===== src/rtl/mips_io_port_if.sv =====
`default_nettype none
// ============================================================================
// Module   : mips_io_port_if
// Purpose  : Load/store bus between the single-cycle MIPS datapath and the
//            memory-mapped I/O port.
// Signals  : MemRead   - lw in the current cycle
//            MemWrite  - sw in the current cycle
//            Address   - effective address (ALU result)
//            WriteData - store data (rt / ReadData2)
//            ReadData  - combinational read data back to the write-back mux
//            IOSelect  - Address hits an I/O register
// Modports : master (datapath side), slave (peripheral side)
// Revision : 1.0 - initial release
// ============================================================================
interface mips_io_port_if;
  logic        MemRead;
  logic        MemWrite;
  logic [31:0] Address;
  logic [31:0] WriteData;
  logic [31:0] ReadData;
  logic        IOSelect;

  modport master (
    output MemRead, MemWrite, Address, WriteData,
    input  ReadData, IOSelect
  );

  modport slave (
    input  MemRead, MemWrite, Address, WriteData,
    output ReadData, IOSelect
  );
endinterface
`default_nettype wire


===== src/rtl/mips_io_port.sv =====
`default_nettype none
// ============================================================================
// Module   : mips_io_port
// Purpose  : Memory-mapped I/O peripheral for the single-cycle MIPS datapath.
//            Registered 32-bit PortOut, synchronised and change-latched PortIn,
//            and a status register {IE, OVR, NEW} with read-to-clear NEW and
//            write-1-to-clear OVR.
// Ports    : clk     - system clock, rising edge
//            reset   - synchronous, active-high
//            bus     - mips_io_port_if.slave load/store bus
//            PortIn  - asynchronous external input pins (IN_WIDTH)
//            PortOut - registered output port (32)
//            Irq     - registered interrupt request (only with
//                      MIPS_IO_PORT_IRQ_EN defined)
// Options  : `define MIPS_IO_PORT_IRQ_EN adds the Irq output. Without it the
//            IE bit is plain read/write storage.
// Revision : 1.0 - initial release
// ============================================================================
module mips_io_port #(
  parameter logic [31:0] PORT_OUT_ADDR = 32'h1001_0024,
  parameter logic [31:0] PORT_IN_ADDR  = 32'h1001_0028,
  parameter logic [31:0] STATUS_ADDR   = 32'h1001_002C,
  parameter int          IN_WIDTH      = 8
) (
  input  logic                clk,
  input  logic                reset,
  mips_io_port_if.slave       bus,
  input  logic [IN_WIDTH-1:0] PortIn,
`ifdef MIPS_IO_PORT_IRQ_EN
  output logic                Irq,
`endif
  output logic [31:0]         PortOut
);

  // --------------------------------------------------------------------------
  // State
  // --------------------------------------------------------------------------
  logic [31:0]         r_portOut;
  logic [IN_WIDTH-1:0] r_sync1;
  logic [IN_WIDTH-1:0] r_sync2;
  logic [IN_WIDTH-1:0] r_inLatch;
  logic                r_new;
  logic                r_ovr;
  logic                r_ie;

  // --------------------------------------------------------------------------
  // Address decode: full 32-bit compare, word-aligned only
  // --------------------------------------------------------------------------
  logic w_aligned;
  logic w_hitOut;
  logic w_hitIn;
  logic w_hitStat;

  assign w_aligned = (bus.Address[1:0] == 2'b00);
  assign w_hitOut  = w_aligned && (bus.Address == PORT_OUT_ADDR);
  assign w_hitIn   = w_aligned && (bus.Address == PORT_IN_ADDR);
  assign w_hitStat = w_aligned && (bus.Address == STATUS_ADDR);

  assign bus.IOSelect = w_hitOut || w_hitIn || w_hitStat;

  // --------------------------------------------------------------------------
  // Read path (combinational, independent of MemRead)
  // --------------------------------------------------------------------------
  logic [31:0] w_inExt;

  generate
    if (IN_WIDTH < 32) begin : g_inZext
      assign w_inExt = {{(32-IN_WIDTH){1'b0}}, r_inLatch};
    end else begin : g_inFull
      assign w_inExt = r_inLatch;
    end
  endgenerate

  always_comb begin
    bus.ReadData = 32'h0;
    if (w_hitOut)       bus.ReadData = r_portOut;
    else if (w_hitIn)   bus.ReadData = w_inExt;
    else if (w_hitStat) bus.ReadData = {29'b0, r_ie, r_ovr, r_new};
  end

  // --------------------------------------------------------------------------
  // Control strobes
  // --------------------------------------------------------------------------
  logic w_wrOut;
  logic w_wrStat;
  logic w_clrRead;
  logic w_w1cOvr;
  logic w_capture;

  assign w_wrOut   = bus.MemWrite && w_hitOut;
  assign w_wrStat  = bus.MemWrite && w_hitStat;
  // An illegal simultaneous read+write keeps the write and drops the
  // read side effect.
  assign w_clrRead = bus.MemRead && !bus.MemWrite && w_hitIn;
  assign w_w1cOvr  = w_wrStat && bus.WriteData[1];
  assign w_capture = (r_sync2 != r_inLatch);

  // --------------------------------------------------------------------------
  // Sequential state
  // --------------------------------------------------------------------------
  always_ff @(posedge clk) begin
    if (reset) begin
      r_portOut <= 32'h0;
      r_sync1   <= '0;
      r_sync2   <= '0;
      r_inLatch <= '0;
      r_new     <= 1'b0;
      r_ovr     <= 1'b0;
      r_ie      <= 1'b0;
    end else begin
      r_sync1 <= PortIn;
      r_sync2 <= r_sync1;

      if (w_capture) r_inLatch <= r_sync2;
      if (w_wrOut)   r_portOut <= bus.WriteData;
      if (w_wrStat)  r_ie      <= bus.WriteData[2];

      // A capture beats a coincident clearing read: the reader saw the
      // old value, so the new one must still be flagged.
      if (w_capture)      r_new <= 1'b1;
      else if (w_clrRead) r_new <= 1'b0;

      // Overrun only when an unread value is overwritten; a set beats a
      // coincident W1C so no overrun is silently lost.
      if (w_capture && r_new && !w_clrRead) r_ovr <= 1'b1;
      else if (w_w1cOvr)                    r_ovr <= 1'b0;
    end
  end

  assign PortOut = r_portOut;

`ifdef MIPS_IO_PORT_IRQ_EN
  logic r_irq;

  always_ff @(posedge clk) begin
    if (reset) r_irq <= 1'b0;
    else       r_irq <= r_ie && (r_new || r_ovr);
  end

  assign Irq = r_irq;
`endif

endmodule
`default_nettype wire


===== src/flat_wrapper.sv =====
// flat-port wrapper written by rule: the top's interface ports become plain ports
module mips_io_port_flat 
#(
  parameter logic [31:0] PORT_OUT_ADDR = 32'h1001_0024,
  parameter logic [31:0] PORT_IN_ADDR  = 32'h1001_0028,
  parameter logic [31:0] STATUS_ADDR   = 32'h1001_002C,
  parameter int          IN_WIDTH      = 8
)
  (clk, reset, PortIn, PortOut, bus_MemRead, bus_MemWrite, bus_Address, bus_WriteData, bus_ReadData, bus_IOSelect);
  mips_io_port_if bus_i ();
  input  logic clk;
  input  logic reset;
  input  logic [IN_WIDTH-1:0] PortIn;
  output logic [31:0] PortOut;
  input wire logic [$bits(bus_i.MemRead)-1:0] bus_MemRead;
  input wire logic [$bits(bus_i.MemWrite)-1:0] bus_MemWrite;
  input wire logic [$bits(bus_i.Address)-1:0] bus_Address;
  input wire logic [$bits(bus_i.WriteData)-1:0] bus_WriteData;
  output wire logic [$bits(bus_i.ReadData)-1:0] bus_ReadData;
  output wire logic [$bits(bus_i.IOSelect)-1:0] bus_IOSelect;
  assign bus_i.MemRead = bus_MemRead;
  assign bus_i.MemWrite = bus_MemWrite;
  assign bus_i.Address = bus_Address;
  assign bus_i.WriteData = bus_WriteData;
  assign bus_ReadData = bus_i.ReadData;
  assign bus_IOSelect = bus_i.IOSelect;
  mips_io_port #(.PORT_OUT_ADDR(PORT_OUT_ADDR), .PORT_IN_ADDR(PORT_IN_ADDR), .STATUS_ADDR(STATUS_ADDR), .IN_WIDTH(IN_WIDTH)) u_core (.clk(clk), .reset(reset), .bus(bus_i), .PortIn(PortIn), .PortOut(PortOut));
endmodule

===== config.mk =====
export PLATFORM = sky130hd
export DESIGN_NAME = mips_io_port_flat
export DESIGN_NICKNAME = d
export VERILOG_FILES = /design/src/rtl/mips_io_port_if.sv /design/src/rtl/mips_io_port.sv /design/src/flat_wrapper.sv
export SDC_FILE = /design/constraint.sdc
export NUM_CORES = 1
export LEC_CHECK = 0
export ABC_CLOCK_PERIOD_IN_PS = 2900
export BUFFER_PORTS_ARGS = -buffer_cell sky130_fd_sc_hd__buf_2
export CAP_MARGIN = 30
export CORE_MARGIN = 3
export CORE_UTILIZATION = 49
export CTS_CLUSTER_DIAMETER = 200
export DETAILED_ROUTE_END_ITERATION = 8
export GPL_ROUTABILITY_DRIVEN = 1
export PLACE_DENSITY = 0.94
export RECOVER_POWER = 100
export SYNTH_ARGS = -nofsm -noshare
export SYNTH_HDL_FRONTEND = slang
export SYNTH_SLANG_ARGS = --single-unit

===== constraint.sdc =====
create_clock -name clk -period 2.9 [get_ports clk]
set_clock_uncertainty 0.15 [all_clocks]
set_input_delay 0.58 -clock clk [delete_from_list [all_inputs] [get_ports clk]]
set_output_delay 0.58 -clock clk [all_outputs]
set_load 0.02 [all_outputs]

==> results of run 1 <==
==> final cells by class <==
type / count / area, µm²
inverter: 1 / 3.754
multi-input combinational: 208 / 1555
fill: 466 / 1832
sequential: 59 / 1181
tap: 72 / 90.09
clock buffer: 9 / 123.9
clock inverter: 7 / 101.3
timing repair buffer: 144 / 686.9
==> registers in the layout (all words and copies together), names as in the netlist <==
signal and count:
u_core.PortOut 32, u_core.r_inLatch 8, u_core.r_ovr 1, u_core.r_sync2 8
u_core.r_ie 1, u_core.r_new 1, u_core.r_sync1 8
==> cell families after synthesis <==
family                 count (synthesis)  synth area share [%]
AO/OA/AOI/OAI                         14                 3.370
AND/OR/NAND/NOR                      150                 36.37
flip-flops                            59                 41.31
buffers and inverters                 20                 3.764
multiplexers                          36                 12.74
XOR/XNOR                               8                 2.451
==> worst max-delay path by stage <==
stage / end / slack [ns] / depth (start not counted)
floorplan: bus_IOSelect / 0.35 / 5
global placement: bus_ReadData[0] / 0.14 / 6
detailed placement: bus_ReadData[3] / 0.04 / 6
CTS: bus_ReadData[3] / 0.04 / 6
global route: bus_ReadData[29] / 0.03 / 7
finish: bus_ReadData[21] / 0.12 / 7
==> report_power, final <==
part	leakage (µW)	switching [µW]	total, µW	internal (µW)
registers	0.000480	7.78	835	827
clock network	0.000106	336	825	489
logic	0.000904	64.9	149	83.7
total	0.00149	408	1810	1400
==> synth_stat cells (3+ instances only) <==
library cell  number  area, µm²
and2_1            24      150.1
mux2_2             3      33.78
a22oi_1            9      67.56
dfxtp_1           59       1181
nand2b_1          66      412.9
clkbuf_1          13      48.80
mux2i_1           33      330.3
nor4_4             3      63.81
nor2b_1           28      175.2
xnor2_1            8      70.07
buf_6              4      45.04
nor2_1            12      45.04
==> per-stage QoR <==
stage | hold WS [ns] | std cells
3_5_place_dp | 0.2704 | 484
6_report | 0.2907 | 500
4_1_cts | 0.2903 | 500
3_3_place_gp | 0.2707 | 484
5_1_grt | 0.2965 | 500
2_1_floorplan | 0.2638 | 287
==> routing by layer <==
| layer | track usage, % | vias to the layer above | wire, µm |
|---|---|---|---|
| met5 | 0 | - | 0 |
| met4 | 7.309 | 0 | 110 |
| met3 | 4.989 | 10 | 549 |
| met2 | 35.66 | 94 | 3384 |
| met1 | 20.47 | 1080 | 2523 |
| li1 | - | 1217 | - |
==> what timing repair did <==
action                     in CTS  in global routing
hold buffers                    0                  0
hold endpoints to repair        0                  0
setup endpoints to repair       0                  7
resized for setup               0                  1
==> layout by cell type (no fill, tap or decap), types with 2 or more instances in the layout <==
| cell type | instances |
|---|---|
| and2_1 | 24 |
| mux2i_1 | 33 |
| bufinv_16 | 2 |
| clkbuf_1 | 41 |
| a22oi_1 | 9 |
| buf_2 | 75 |
| nor4_2 | 2 |
| mux2_2 | 3 |
| clkbuf_2 | 26 |
| clkbuf_8 | 9 |
| clkinv_4 | 2 |
| nand2_1 | 2 |
| nor4b_4 | 2 |
| clkinvlp_4 | 2 |
| nor2b_1 | 28 |
| nand4_1 | 2 |
| nor2_1 | 12 |
| o21ai_0 | 2 |
| nand4_4 | 2 |
| xnor2_1 | 8 |
| dfxtp_1 | 59 |
| nand2b_1 | 66 |
| nor4_4 | 2 |
==> metrics, run 1 <==
WHS Path Cells=1; Root Buffer=clkbuf_8; final-report setup violation count=0; Crit path required time=2.17 ns; TritonCTS clock tree=yes; H-tree depth=3; Antenna Nets Post-Route=0; Main synth FF type=dfxtp_1; worst hold start=u_core.r_sync1[3]; register area share after synthesis=41.31%; drt via density=4.802; Final Cell Area=0.003742 mm²; worst rel slew slack=25.99%; layout cells sized above 1=31.07%; Num CTS Buffers=9; first-pass GRT wire length=9846 µm; CP Data Arrival Time=2.05 ns; final hold vios=0; TritonCTS Sinks=59; WL per Instance=13.13 µm; worst setup margin=0.1207 ns; Post-DP HPWL=4971 µm; GRT overflow=0; Cell Area, Synth=0.002859 mm²; pre-CTS WS=0.03688 ns; DP Area=0.003601 mm²; initial antenna violation count=0; I/O Buffers=140; Avg Cell Area, Syn=9.962 µm²; die area=0.006787 mm²; WL final=6567 µm; CP endpoint kind=output pin; Worst-Margin Slew=1.110 ns; boundary pin count=141; PwrDens=483.1 mW/mm²; Peak Freq=359.8 MHz; Worst Path Max Fanout=24; largest net degree at the start of global routing=80; RSZ-0062 raised after global routing=no; worst-skew pair later-pin latency=0.32 ns; Worst VDD drop=0.3402 mV; Fin Setup TNS=0 ns; GRT Resource Usage Total=19.17%; nets=499; initial drt markers=46; RR Endpoint=u_core.r_ovr; Startpoint Class=primary input; post-synthesis cell count=287; Min-Delay Path Class=flop to flop; number of setup buffers added after CTS=0; routability cong.=0.7634; post-synth cell types=30; initial core utilization=51.29%; status=completed; vias in the first global route=2,215; Clock transition at path regs=0.07 ns; Critical-path top delay cell=nor4b_4; Post-synth EDFFs=0; Setup crit start=bus_Address[26]; num rows=27; Post-synth ARST share=0%; fin crit period=2.779 ns; yosys warns=0; overall power=1808 µW; Leakage=0.001490 µW; critical path cell sequence=buf_2 > nor4b_4 > nand4_4 > nor3_2 > buf_12 > and2_1 > clkbuf_1; clk buf depth=2; DRC errors left=0; antenna diode count=0; fin. max-slew vios=0; crit share post-route=95.84%; drt pass-1 iters=4; post-synth net total=363; Vias=2,401; Core Box Area=0.005574 mm²; Worst Path Class, Setup=primary input to output pin; R2R Setup Slk=1.67 ns; RR Startpoint=u_core.r_inLatch[5]; CP top delay family=simple AND/OR/NAND/NOR gates; Reg2Reg Depth=4; Largest stage delay, worst path=0.34 ns; die height=82.39 µm; Max-cap violations=0; #FFs+latches synth=59; Min-Delay Endpoint=u_core.r_sync2[3]; final core occ=67.14%; Crit path buffers/inverters=3; Area Growth Syn to Fin=30.90%; chip width=82.39 µm
(Power assumes the default switching activity.)
==> inputs of run 2 (changes only) <==
--- a/config.mk
+++ b/config.mk
@@ -6,7 +6,7 @@
 export NUM_CORES = 1
 export LEC_CHECK = 0
 export ABC_CLOCK_PERIOD_IN_PS = 2900
-export BUFFER_PORTS_ARGS = -buffer_cell sky130_fd_sc_hd__buf_2
+export BUFFER_PORTS_ARGS = -buffer_cell sky130_fd_sc_hd__buf_4
 export CAP_MARGIN = 30
 export CORE_MARGIN = 3
 export CORE_UTILIZATION = 49
==> run 2 against run 1 <==
Count of clock-buffer cells in the layout is 1 higher. Global-route usage grew 2.0 points. Total power rose by 2.0%. Worst setup slack improved by 0.018 ns. Largest power group unchanged. Highest routed layer unchanged. Non-clock buffer count is the same.
==> metrics, run 2 (synthesis results as in run 1) <==
Startpoint Class=primary input (unchanged); Clock transition at path regs=0.07 ns (about the same); status=completed (unchanged); Post-DP HPWL=5471 µm (was 4971 µm); TritonCTS Sinks=59 (unchanged); Peak Freq=362.2 MHz (was 359.8 MHz); num rows=27 (unchanged); Leakage=0.001584 µW (was 0.001490 µW); clk buf depth=2 (unchanged); routability cong.=0.7749 (was 0.7634); GRT Resource Usage Total=21.12% (was 19.17%); largest net degree at the start of global routing=48 (was 80); Crit path required time=2.17 ns (about the same); chip width=82.39 µm (unchanged); nets=499 (unchanged); Antenna Nets Post-Route=0 (unchanged); DRC errors left=0 (unchanged); WL per Instance=14.02 µm (was 13.13 µm); Worst Path Max Fanout=9 (was 24); Core Box Area=0.005574 mm² (unchanged); PostCTS Resize Cnt=0 (unchanged); WL final=7011 µm (was 6567 µm); number of setup buffers added after CTS=0 (unchanged); die area=0.006787 mm² (unchanged); initial drt markers=81 (was 46); hold buffers post-CTS=0 (unchanged); Worst-Margin Slew=1.332 ns (was 1.110 ns); Worst Path Class, Setup=primary input to output pin (unchanged); initial antenna violation count=0 (unchanged); antenna diode count=0 (unchanged); Num CTS Buffers=9 (unchanged); crit share post-route=95.21% (was 95.84%); overall power=1843 µW (was 1808 µW); number of flip-flops in the largest register=32 (unchanged); Area Growth Syn to Fin=38.03% (was 30.90%); PwrDens=467.1 mW/mm² (was 483.1 mW/mm²); initial core utilization=51.29% (unchanged); commonest non-fill, non-tap cell in the layout=buf_4 (was buf_2); vias in the first global route=2,398 (was 2,215); TritonCTS clock tree=yes (unchanged); Fin Setup TNS=0 ns (unchanged); Min-Delay Path Class=flop to flop (unchanged); die height=82.39 µm (unchanged); fin. max-slew vios=0 (unchanged); drt pass-1 iters=4 (unchanged); Max-cap violations=0 (unchanged); RSZ-0062 raised after global routing=no (unchanged); layout cells sized above 1=32.94% (was 31.07%); CP endpoint kind=output pin (unchanged); final-report setup violation count=0 (unchanged); boundary pin count=141 (unchanged); Post-Layout Cell Count=500 (unchanged); drt via density=4.916 (was 4.802); H-tree depth=3 (unchanged); worst rel slew slack=11.20% (was 25.99%); Vias=2,458 (was 2,401); most frequent cells in the layout=77 x buf_4, 66 x nand2b_1, 59 x dfxtp_1 (was 75 x buf_2, 66 x nand2b_1, 59 x dfxtp_1); worst-skew pair later-pin latency=0.33 ns (was 0.32 ns); Worst VDD drop=0.3821 mV (was 0.3402 mV); final hold vios=0 (unchanged); I/O Buffers=140 (unchanged); first-pass GRT wire length=10,750 µm (was 9846 µm); CP Data Arrival Time=2.03 ns (was 2.05 ns); fin crit period=2.761 ns (was 2.779 ns); GRT overflow=0 (unchanged); Root Buffer=clkbuf_8 (unchanged); DP Cell Count=484 (unchanged)
run 2: changes by cell type in the layout (fill, tap and decap cells not counted), sizes merged:
cell / delta
buf: +1
inv: -1
run 2: layout make-up:
| cell class | count | area, µm² |
|---|---|---|
| Sequential cell | 59 | 1181 |
| Tap cell | 72 | 90.09 |
| Fill cell | 489 | 1628 |
| Clock buffer | 10 | 137.6 |
| Clock inverter | 6 | 88.84 |
| Inverter | 1 | 3.754 |
| Multi-Input combinational cell | 208 | 1555 |
| Timing Repair Buffer | 144 | 889.6 |
run 2: worst paths after layout:
| kind | from | to | slack, ns | cells past startpoint |
|---|---|---|---|---|
| min | u_core.r_sync1[2] | u_core.r_sync2[2] | 0.28 | 1 |
| max | bus_Address[0] | bus_ReadData[6] | 0.14 | 6 |
| min reg2reg | u_core.r_sync1[2] | u_core.r_sync2[2] | 0.28 | 1 |
| max reg2reg | u_core.r_inLatch[3] | u_core.r_ovr | 1.67 | 4 |
run 2: where the power goes:
group | internal (µW) | leakage (µW) | switching (µW)
logic | 111 | 0.000995 | 65.4
registers | 827 | 0.000480 | 7.57
clock network | 507 | 0.000108 | 325
run 2: critical path, cell delays in order:
cell and delay [ns]:
clkbuf_4 0.11, nor4b_2 0.40, nand4_4 0.19, or2_1 0.38
nor2_1 0.17, clkbuf_2 0.19
run 2: metal layers:
layer / vias up / part of all wire (%) / global-route usage [%]
met3: 11 / 8.7 / 6.074
met1: 1137 / 36 / 21.58
met5: - / 0 / 0
met4: 0 / 1.8 / 7.973
li1: 1212 / - / -
met2: 98 / 53 / 40.06
run 2: through the flow:
stage               instance area [µm²]  utilization, %  worst slack [ns]  hold WS (ns)
floorplan                          2859               -            0.3482        0.2638
global placement                   3951           70.89            0.1470        0.2698
detailed placement                 3951           70.89           0.05657        0.2704
CTS                                4178           74.95           0.04953        0.2857
global route                       3946           70.80           0.01970        0.2960
finish                             3946           70.80            0.1388        0.2844
==> inputs of run 3 (changes only) <==
==> constraint.sdc (replaced) <==
create_clock -name clk -period 2.9 [get_ports clk]
set_clock_uncertainty 0.15 [all_clocks]
set_input_delay 0.58 -clock clk [delete_from_list [all_inputs] [get_ports clk]]
set_output_delay 0.58 -clock clk [all_outputs]
set_load 0.1 [all_outputs]
==> run 3 against run 2 <==
The flow now finishes with violations (capacitance limit, slew limit). Sequential share of layout area is 1.1 points lower. Count of clock-buffer cells in the layout stayed put. First-iteration DRC count is 42% higher. Critical path type unchanged.
==> metrics, run 3 (synthesis results as in run 1) <==
commonest non-fill, non-tap cell in the layout=buf_4 (unchanged); initial core utilization=51.29% (unchanged); antenna diode count=0 (unchanged); die area=0.006787 mm² (unchanged); largest net degree at the start of global routing=53 (was 48); DP Cell Count=487 (was 484); Startpoint Class=primary input (unchanged); worst-skew pair later-pin latency=0.32 ns (was 0.33 ns); Core Box Area=0.005574 mm² (unchanged); Root Buffer=clkbuf_8 (unchanged); layout cells sized above 1=39.68% (was 32.94%); Fill cells=440 (was 489); routability cong.=0.7652 (was 0.7749); num rows=27 (unchanged); Max-cap violations=1 (was 0); Leakage=0.001630 µW (was 0.001584 µW); Post-Layout Cell Count=503 (was 500); nets=502 (was 499); status=complete, but fails checks (was completed); Num CTS Buffers=9 (unchanged); boundary pin count=141 (unchanged); failing checks=capacitance limit, slew limit; fin crit period=2.804 ns (was 2.761 ns); Min-Delay Path Class=flop to flop (unchanged); final core occ=73.38% (was 70.80%); CP Data Arrival Time=2.07 ns (was 2.03 ns); drt pass-1 iters=6 (was 4); Post-DP HPWL=5483 µm (was 5471 µm); Worst VDD drop=0.2957 mV (was 0.3821 mV); vias in the first global route=2,499 (was 2,398); Worst Path Max Fanout=24 (was 9); CP endpoint kind=output pin (unchanged); Final Cell Area=0.004090 mm² (was 0.003946 mm²); WL final=7362 µm (was 7011 µm); RSZ-0062 raised after global routing=no (unchanged); final hold vios=0 (unchanged); hold buffers post-CTS=0 (unchanged); die height=82.39 µm (unchanged); final-report setup violation count=0 (unchanged); worst rel slew slack=-13.44% (was 11.20%); Worst Path Class, Setup=primary input to output pin (unchanged); GRT overflow=0 (unchanged); TritonCTS clock tree=yes (unchanged); Clock transition at path regs=0.06 ns (was 0.07 ns); TritonCTS Sinks=59 (unchanged); drt via density=4.948 (was 4.916); initial drt markers=115 (was 81); chip width=82.39 µm (unchanged); number of flip-flops in the largest register=32 (unchanged); Worst-Margin Slew=1.702 ns (was 1.332 ns); WL per Instance=14.64 µm (was 14.02 µm); PwrDens=439.8 mW/mm² (was 467.1 mW/mm²); initial antenna violation count=0 (unchanged); H-tree depth=3 (unchanged); most frequent cells in the layout=91 x buf_4, 66 x nand2b_1, 59 x dfxtp_1 (was 77 x buf_4, 66 x nand2b_1, 59 x dfxtp_1); R2R Setup Slk=1.64 ns (was 1.67 ns); I/O Buffers=140 (unchanged); Peak Freq=356.7 MHz (was 362.2 MHz); DRC errors left=0 (unchanged); first-pass GRT wire length=11,430 µm (was 10,750 µm); Area Growth Syn to Fin=43.06% (was 38.03%); Crit path required time=2.17 ns (about the same); Vias=2,489 (was 2,458); clk buf depth=2 (unchanged); number of setup buffers added after CTS=0 (unchanged); fin. max-slew vios=53 (was 0); DP Area=0.004009 mm² (was 0.003951 mm²); crit share post-route=96.68% (was 95.21%); Antenna Nets Post-Route=0 (unchanged); GRT Resource Usage Total=22.60% (was 21.12%)
[run 3: area by class of cell]
| cell class | instances | area, µm² | share of cell area (%) |
|---|---|---|---|
| Inverter | 1 | 3.754 | 0.09177 |
| Clock inverter | 6 | 80.08 | 1.958 |
| Tap cell | 72 | 90.09 | 2.203 |
| Timing Repair Buffer | 147 | 980.9 | 23.98 |
| Clock buffer | 10 | 127.6 | 3.120 |
| Sequential cell | 59 | 1181 | 28.88 |
| Multi-Input combinational cell | 208 | 1627 | 39.77 |
[run 3: timing repair]
| item | CTS | global route |
|---|---|---|
| setup endpoints to repair | 0 | 23 |
| hold endpoints to repair | 0 | 0 |
| resized for setup | 0 | 6 |
[run 3: final timing paths]
check,startpoint,end,depth (start not counted)
worst min-delay path,u_core.r_sync1[3],u_core.r_sync2[3],1
worst min register to register,u_core.r_sync1[3],u_core.r_sync2[3],1
worst max-delay path,bus_Address[26],bus_ReadData[16],7
worst max register to register,u_core.r_inLatch[5],u_core.r_ovr,4
[run 3: metrics by stage]
step / power (µW) / hold WS, ns / TNS [ns] / worst slack [ns]
final: 1799 / 0.2900 / 0 / 0.09622
after global routing: 1875 / 0.3113 / 0 / 0.02258
after CTS: 1818 / 0.2913 / 0 / 0.05578
after detailed placement: 1032 / 0.2765 / 0 / 0.05482
after global placement: 1026 / 0.2716 / 0 / 0.1231
after floorplan: 934.9 / 0.2638 / -2.382 / -0.2647
[run 3: power by group]
group / switching, µW / internal [µW] / leakage, µW
clock network: 305 / 478 / 0.000110
logic: 68.8 / 112 / 0.00104
registers: 8.33 / 827 / 0.000480
total: 382 / 1420 / 0.00163
[run 3: worst max-delay path, stage by stage]
cell and delay (ns):
clkbuf_1 0.10, nor4b_4 0.34, nand4_4 0.16, nor3_2 0.20
buf_6 0.20, and2_2 0.16, clkbuf_4 0.32
[run 3: per-layer routing]
metal	vias to the layer above	track usage [%]	wire, µm
met5	-	0	0
met4	0	12.96	141
met3	10	6.074	727
met2	112	40.87	3952
met1	1142	23.26	2540
li1	1225	-	-
